===== src/rtl/reg_bus_decoder.sv =====
// Register-bus address decoder: routes single-outstanding bridge accesses to N_SLV
// regions by address field, with per-access timeout watchdog and error counting.
module reg_bus_decoder #(
  parameter int unsigned AXI_ADDR_WIDTH = 32,
  parameter int unsigned AXI_DATA_WIDTH = 32,
  parameter int unsigned N_SLV          = 4,
  parameter int unsigned SEL_LSB        = 12,
  parameter int unsigned TIMEOUT        = 255,
  parameter logic [AXI_DATA_WIDTH-1:0] ERR_DATA = 32'hDEADBEEF
) (
  input  logic                              s_axi_aclk,
  input  logic                              s_axi_areset,
  input  logic                              wr_en,
  input  logic                              rd_en,
  input  logic [AXI_ADDR_WIDTH-1:0]         waddr,
  input  logic [AXI_ADDR_WIDTH-1:0]         raddr,
  input  logic [AXI_DATA_WIDTH-1:0]         wdata,
  input  logic [AXI_DATA_WIDTH/8-1:0]       wstrb,
  output logic [AXI_DATA_WIDTH-1:0]         rdata,
  output logic                              wr_ack,
  output logic                              rd_ack,
  output logic [N_SLV-1:0]                  slv_wr_en,
  output logic [N_SLV-1:0]                  slv_rd_en,
  output logic [SEL_LSB-1:0]                slv_addr,
  output logic [AXI_DATA_WIDTH-1:0]         slv_wdata,
  output logic [AXI_DATA_WIDTH/8-1:0]       slv_wstrb,
  input  logic [N_SLV*AXI_DATA_WIDTH-1:0]   slv_rdata,
  input  logic [N_SLV-1:0]                  slv_wr_ack,
  input  logic [N_SLV-1:0]                  slv_rd_ack,
  output logic [15:0]                       err_cnt
);

  localparam int unsigned      DW     = AXI_DATA_WIDTH;
  localparam int unsigned      SW     = AXI_DATA_WIDTH / 8;
  localparam logic [4:0]       NSLV5  = 5'(N_SLV);
  localparam logic [15:0]      TO16   = 16'(TIMEOUT);
  localparam logic [N_SLV-1:0] ONEHOT = N_SLV'(1);

  typedef enum logic [1:0] {IDLE, WR_WAIT, RD_WAIT, DONE} state_t;

  state_t                    state, state_n;
  logic                      pend_wr, pend_wr_n;
  logic                      pend_rd, pend_rd_n;
  logic [AXI_ADDR_WIDTH-1:0] pw_addr, pw_addr_n;
  logic [DW-1:0]             pw_data, pw_data_n;
  logic [SW-1:0]             pw_strb, pw_strb_n;
  logic [AXI_ADDR_WIDTH-1:0] pr_addr, pr_addr_n;
  logic [3:0]                sel_q, sel_n;
  logic                      unmap_q, unmap_n;
  logic [15:0]               tcnt, tcnt_n;

  logic [DW-1:0]             rdata_n;
  logic                      wr_ack_n, rd_ack_n;
  logic [N_SLV-1:0]          slv_wr_en_n, slv_rd_en_n;
  logic [SEL_LSB-1:0]        slv_addr_n;
  logic [DW-1:0]             slv_wdata_n;
  logic [SW-1:0]             slv_wstrb_n;
  logic [15:0]               err_cnt_n;

  logic [AXI_ADDR_WIDTH-1:0] go_addr;
  logic [3:0]                go_sel;
  logic                      go_unmap;
  logic                      err_inc;
  logic                      sel_wack, sel_rack, sel_ack;
  logic [DW-1:0]             sel_rdata;

  // Only the latched region's ack/data are visible; unmapped selects match nothing.
  always_comb begin
    sel_wack  = 1'b0;
    sel_rack  = 1'b0;
    sel_rdata = '0;
    for (int unsigned i = 0; i < N_SLV; i++) begin
      if (sel_q == 4'(i)) begin
        sel_wack  = slv_wr_ack[i];
        sel_rack  = slv_rd_ack[i];
        sel_rdata = slv_rdata[i*DW +: DW];
      end
    end
    sel_ack = (state == WR_WAIT) ? sel_wack : sel_rack;
  end

  always_comb begin
    state_n     = state;
    pend_wr_n   = pend_wr;
    pend_rd_n   = pend_rd;
    pw_addr_n   = pw_addr;
    pw_data_n   = pw_data;
    pw_strb_n   = pw_strb;
    pr_addr_n   = pr_addr;
    sel_n       = sel_q;
    unmap_n     = unmap_q;
    tcnt_n      = tcnt;
    rdata_n     = rdata;
    wr_ack_n    = 1'b0;
    rd_ack_n    = 1'b0;
    slv_wr_en_n = '0;
    slv_rd_en_n = '0;
    slv_addr_n  = slv_addr;
    slv_wdata_n = slv_wdata;
    slv_wstrb_n = slv_wstrb;
    err_inc     = 1'b0;
    go_addr     = '0;
    go_sel      = '0;
    go_unmap    = 1'b0;

    unique case (state)
      // DONE launches like IDLE so a held-back read strobes right after wr_ack.
      IDLE, DONE: begin
        state_n = IDLE;
        if (wr_en || pend_wr) begin
          go_addr     = pend_wr ? pw_addr : waddr;
          slv_wdata_n = pend_wr ? pw_data : wdata;
          slv_wstrb_n = pend_wr ? pw_strb : wstrb;
          pend_wr_n   = 1'b0;
          if (rd_en) begin
            pend_rd_n = 1'b1;
            pr_addr_n = raddr;
          end
          state_n = WR_WAIT;
        end else if (rd_en || pend_rd) begin
          go_addr   = pend_rd ? pr_addr : raddr;
          pend_rd_n = 1'b0;
          state_n   = RD_WAIT;
        end
        go_sel   = go_addr[SEL_LSB +: 4];
        go_unmap = {1'b0, go_sel} >= NSLV5;
        if (state_n != IDLE) begin
          sel_n      = go_sel;
          unmap_n    = go_unmap;
          tcnt_n     = '0;
          slv_addr_n = go_addr[SEL_LSB-1:0];
          if (!go_unmap) begin
            if (state_n == WR_WAIT) slv_wr_en_n = ONEHOT << go_sel;
            else                    slv_rd_en_n = ONEHOT << go_sel;
          end
        end
      end
      WR_WAIT, RD_WAIT: begin
        if (wr_en) begin
          pend_wr_n = 1'b1;
          pw_addr_n = waddr;
          pw_data_n = wdata;
          pw_strb_n = wstrb;
        end
        if (rd_en) begin
          pend_rd_n = 1'b1;
          pr_addr_n = raddr;
        end
        // An ack in the timeout cycle takes priority over the error completion.
        if (unmap_q || sel_ack || tcnt == TO16) begin
          state_n  = DONE;
          wr_ack_n = (state == WR_WAIT);
          rd_ack_n = (state == RD_WAIT);
          err_inc  = unmap_q || !sel_ack;
          if (state == RD_WAIT) rdata_n = err_inc ? ERR_DATA : sel_rdata;
        end else begin
          tcnt_n = tcnt + 16'd1;
        end
      end
      default: state_n = IDLE;
    endcase

    err_cnt_n = (err_inc && err_cnt != '1) ? err_cnt + 16'd1 : err_cnt;
  end

  always_ff @(posedge s_axi_aclk or posedge s_axi_areset) begin
    if (s_axi_areset) begin
      state     <= IDLE;
      pend_wr   <= 1'b0;
      pend_rd   <= 1'b0;
      pw_addr   <= '0;
      pw_data   <= '0;
      pw_strb   <= '0;
      pr_addr   <= '0;
      sel_q     <= '0;
      unmap_q   <= 1'b0;
      tcnt      <= '0;
      rdata     <= '0;
      wr_ack    <= 1'b0;
      rd_ack    <= 1'b0;
      slv_wr_en <= '0;
      slv_rd_en <= '0;
      slv_addr  <= '0;
      slv_wdata <= '0;
      slv_wstrb <= '0;
      err_cnt   <= '0;
    end else begin
      state     <= state_n;
      pend_wr   <= pend_wr_n;
      pend_rd   <= pend_rd_n;
      pw_addr   <= pw_addr_n;
      pw_data   <= pw_data_n;
      pw_strb   <= pw_strb_n;
      pr_addr   <= pr_addr_n;
      sel_q     <= sel_n;
      unmap_q   <= unmap_n;
      tcnt      <= tcnt_n;
      rdata     <= rdata_n;
      wr_ack    <= wr_ack_n;
      rd_ack    <= rd_ack_n;
      slv_wr_en <= slv_wr_en_n;
      slv_rd_en <= slv_rd_en_n;
      slv_addr  <= slv_addr_n;
      slv_wdata <= slv_wdata_n;
      slv_wstrb <= slv_wstrb_n;
      err_cnt   <= err_cnt_n;
    end
  end

endmodule


===== config.mk =====
export PLATFORM = sky130hd
export DESIGN_NAME = reg_bus_decoder
export DESIGN_NICKNAME = d
export VERILOG_FILES = /design/src/rtl/reg_bus_decoder.sv
export SDC_FILE = /design/constraint.sdc
export NUM_CORES = 1
export LEC_CHECK = 0
export ABC_AREA = 1
export ABC_CLOCK_PERIOD_IN_PS = 5550
export CAP_MARGIN = 20
export CORE_ASPECT_RATIO = 2
export CORE_UTILIZATION = 40
export CTS_CLUSTER_DIAMETER = 200
export DETAILED_ROUTE_END_ITERATION = 10
export GPL_TIMING_DRIVEN = 0
export PLACE_DENSITY = 0.74
export SETUP_SLACK_MARGIN = 0.1
export SYNTH_ARGS = -nofsm -noshare
export SYNTH_HDL_FRONTEND = slang
export SYNTH_SLANG_ARGS = --single-unit

===== constraint.sdc =====
create_clock -name s_axi_aclk -period 5.55 [get_ports s_axi_aclk]
set_input_delay 0.555 -clock s_axi_aclk [delete_from_list [all_inputs] [get_ports s_axi_aclk]]
set_output_delay 0.555 -clock s_axi_aclk [all_outputs]
set_load 0.02 [all_outputs]

==> impl_results.md <==
- Final Max Tran Viols: 0
- Worst-case reg-to-reg path depth: 7
- Detailed Route WL: 35.8 mm
- Final hold violation count: 0
- # port buffers: 313
- Pwr dens: 538 nW/um^2
- DRC viols: 0
- CTS Hold Buffers Added: 0
- Longest Clk Path Bufs: 2
- Fmax: 375 MHz
- Layout area overhead: 40.9%
- Count of clock tree sinks: 199
- Layout cells sized above 1: 0.0756
- DIE AREA: 26900 sq um
- Die W: 116 um
- Peak VDD IR: 0.000391 V
- Clock Skew: 0.0111 ns
- CTS buffer count: 17
- Critical path fanouts, max: 10
- Initial antenna violation count: 1
- Net count, final: 1939
- Clock transition at the registers of the reported paths: 0.08 ns
- CTS tree: built
- FP Rows: 83
- Post-route antenna net violation count: 0
- First-pass GRT wire length: 56.4 mm
- Internal power: 4.38 mW
- Ys flop type: dfrtp_1
- Hold endpoint: rdata[30]$_DFFE_PP0P_
- Combinational share of power: 0.530
- Leak: 6.67 nW
- Clk network pwr share: 0.167
- GP Congestion: 0.910
- Avg Cell Area, Syn: 7.72 sq um
- R2r setup slk: 2.88 ns
- CP Capture Type: register
- Setup_tns: 0 ns
- EDFF count, synth: 0
- Post-CTS Setup Bufs: 0
- Total power draw: 7.95 mW
- Yosys cell types: 37
- Initial core utilization: 0.407
- Worst R2R End: slv_wdata[1]$_DFFE_PP0P_
- Worst min path class: reg2reg
- Ports: 346
- DRT iter0 DRCs: 637
- Net load switching power: 3.57 mW
- Sequential fraction of the synthesis area: 0.475
- Fin crit share: 0.481
- Ys Warns: 0
- RSZ-0062 raised after global routing: false
- Syn nets: 1602
- Hold path startpoint: rdata[30]$_DFFE_PP0P_
- Wire per inst: 17.5 um
- Reg2reg start: state[0]$_DFFE_PP0P_
- Die height: 231 um
- Seq pwr share: 0.303
- Worst Tran Pin Value: 0.920 ns
- Post-CTS sizing: 0
- Synthesized area: 10500 sq um
- Final setup fails: 0
- Clock root buffer: clkbuf_16
- Final HPWL DP: 27.9 mm
- GRT Total Usage: 0.277
- Drt pass-1 iters: 5
- Status: complete, no violations
- Critical path data arrival time: 3.04 ns
- Htree depth: 4
- Net Sw Frac: 0.449
- Total global routing overflow: 0
- Yosys reg bits: 199
- Crit path required time: 5.93 ns
- Via density: 5.15
- Async SR Flop Fraction: 1.00
- Hold depth: 2
- Clk Latency, worst-skew pair: 0.46 ns
- Kind of critical path: reg2reg
- Vias in the first global route: 10800
- Final min period: 2.67 ns
- Slew HR: 0.384
- Max Cap Viol: 0
- Mapped Cells: 1358
- Largest net degree at the start of global routing: 42
- CP Launch Type: register
- Vias: 10500
- Placeable core area: 25800 sq um
logic make-up (layout without fill, tap and decap cells):
logic type,Yosys count,count (layout),synth area share
AO/OA/AOI/OAI,135,135,0.0716
XOR/XNOR,22,22,0.0184
adder cells (fa/ha/maj),4,4,0.00477
buffers and inverters,163,512,0.0662
flip-flops,199,199,0.475
multiplexers,41,41,0.0440
other,0,1,0
AND/OR/NAND/NOR,794,794,0.320
cells in the mapped netlist (6+ instances only):
cell	number	area share
nand2_1	401	0.14
dfrtp_1	199	0.47
nor2_1	185	0.066
nand3_1	158	0.075
inv_1	79	0.028
o21ai_0	65	0.031
a31oi_1	47	0.028
clkbuf_1	45	0.016
mux2_2	41	0.044
nand4_1	19	0.011
buf_2	18	0.0086
a21oi_1	16	0.0076
xor2_1	14	0.012
nor3_1	8	0.0038
xnor2_1	8	0.0067
buf_4	6	0.0043
worst max-delay path: stages (launching register included):
cell and delay, ns:
dfrtp_1 0.35, inv_1 0.06, ha_1 0.32, clkinv_1 0.30, nor2_1 0.82, clkbuf_1 0.49
nor2_1 0.07, a31oi_1 0.17
state kept, by name, indices dropped and copies added, names as in the netlist, 2 cells and up:
register	cells
pw_data	32
rdata	32
slv_wdata	32
err_cnt	16
pr_addr	16
pw_addr	16
tcnt	16
slv_addr	12
pw_strb	4
sel_q	4
slv_rd_en	4
slv_wr_en	4
slv_wstrb	4
state	2
stage by stage:
| step | cells | util | setup WS, ns | area [sq um] | hold slack [ns] |
|---|---|---|---|---|---|
| after detailed placement | 2016 | 0.550 | 2.77 | 14200 | 0.465 |
| after global routing | 2047 | 0.574 | 2.61 | 14800 | 0.501 |
| final | 2048 | 0.574 | 2.88 | 14800 | 0.484 |
| after CTS | 2047 | 0.574 | 2.84 | 14800 | 0.480 |
| after floorplan | 1358 | - | 2.42 | 10500 | 0.448 |
| after global placement | 2011 | 0.545 | 0.765 | 14000 | 0.461 |
worst max-delay path by stage:
stage | startpoint | endpoint
5_1_grt | state[0]$_DFFE_PP0P_ | slv_wdata[26]$_DFFE_PP0P_
4_1_cts | state[0]$_DFFE_PP0P_ | slv_wdata[1]$_DFFE_PP0P_
3_3_place_gp | s_axi_areset | slv_wdata[10]$_DFFE_PP0P_
6_report | state[0]$_DFFE_PP0P_ | slv_wdata[1]$_DFFE_PP0P_
2_1_floorplan | s_axi_areset | err_cnt[0]$_DFFE_PP0P_
3_5_place_dp | wr_en | slv_rd_en[3]$_DFF_PP0_
layout by cell type, fill, tap and decap left out, types with 5 or more instances in the layout:
cell type	n
nand2_1	401
clkdlybuf4s50_1	313
dfrtp_1	199
nor2_1	185
nand3_1	158
inv_1	78
o21ai_0	65
clkbuf_1	47
a31oi_1	47
mux2_2	41
nand4_1	19
buf_2	18
clkbuf_16	17
a21oi_1	16
xor2_1	14
xnor2_1	8
nor3_1	8
buf_4	6
inv_6	6
nor2_2	5
inv_2	5
buf_6	5
cell type report:
cell class,instances,area [sq um]
fillers,2401,11000
flip-flops and latches,199,4980
multi-input cells,996,4810
repair buffers,318,3240
clock buffers,19,433
well taps,340,425
plain buffers,76,368
inverters,87,330
clock inverters,12,181
diodes,1,2.50
power groups by stage:
| stage | clock network (mW) | logic (mW) | registers (mW) |
|---|---|---|---|
| after floorplan | 0 | 2.18 | 2.72 |
| after global placement | 0 | 4.12 | 2.40 |
| after detailed placement | 0 | 4.21 | 2.42 |
| after CTS | 1.36 | 4.22 | 2.40 |
| after global routing | 1.40 | 4.60 | 2.47 |
| final | 1.33 | 4.22 | 2.41 |
metal layers:
layer | global-route usage | share of wire
met1 | 0.274 | 0.35
met2 | 0.511 | 0.53
met4 | 0.160 | 0.053
met5 | 0 | 0
met3 | 0.0630 | 0.068
No activity file was read; power rests on OpenSTA's default activity.
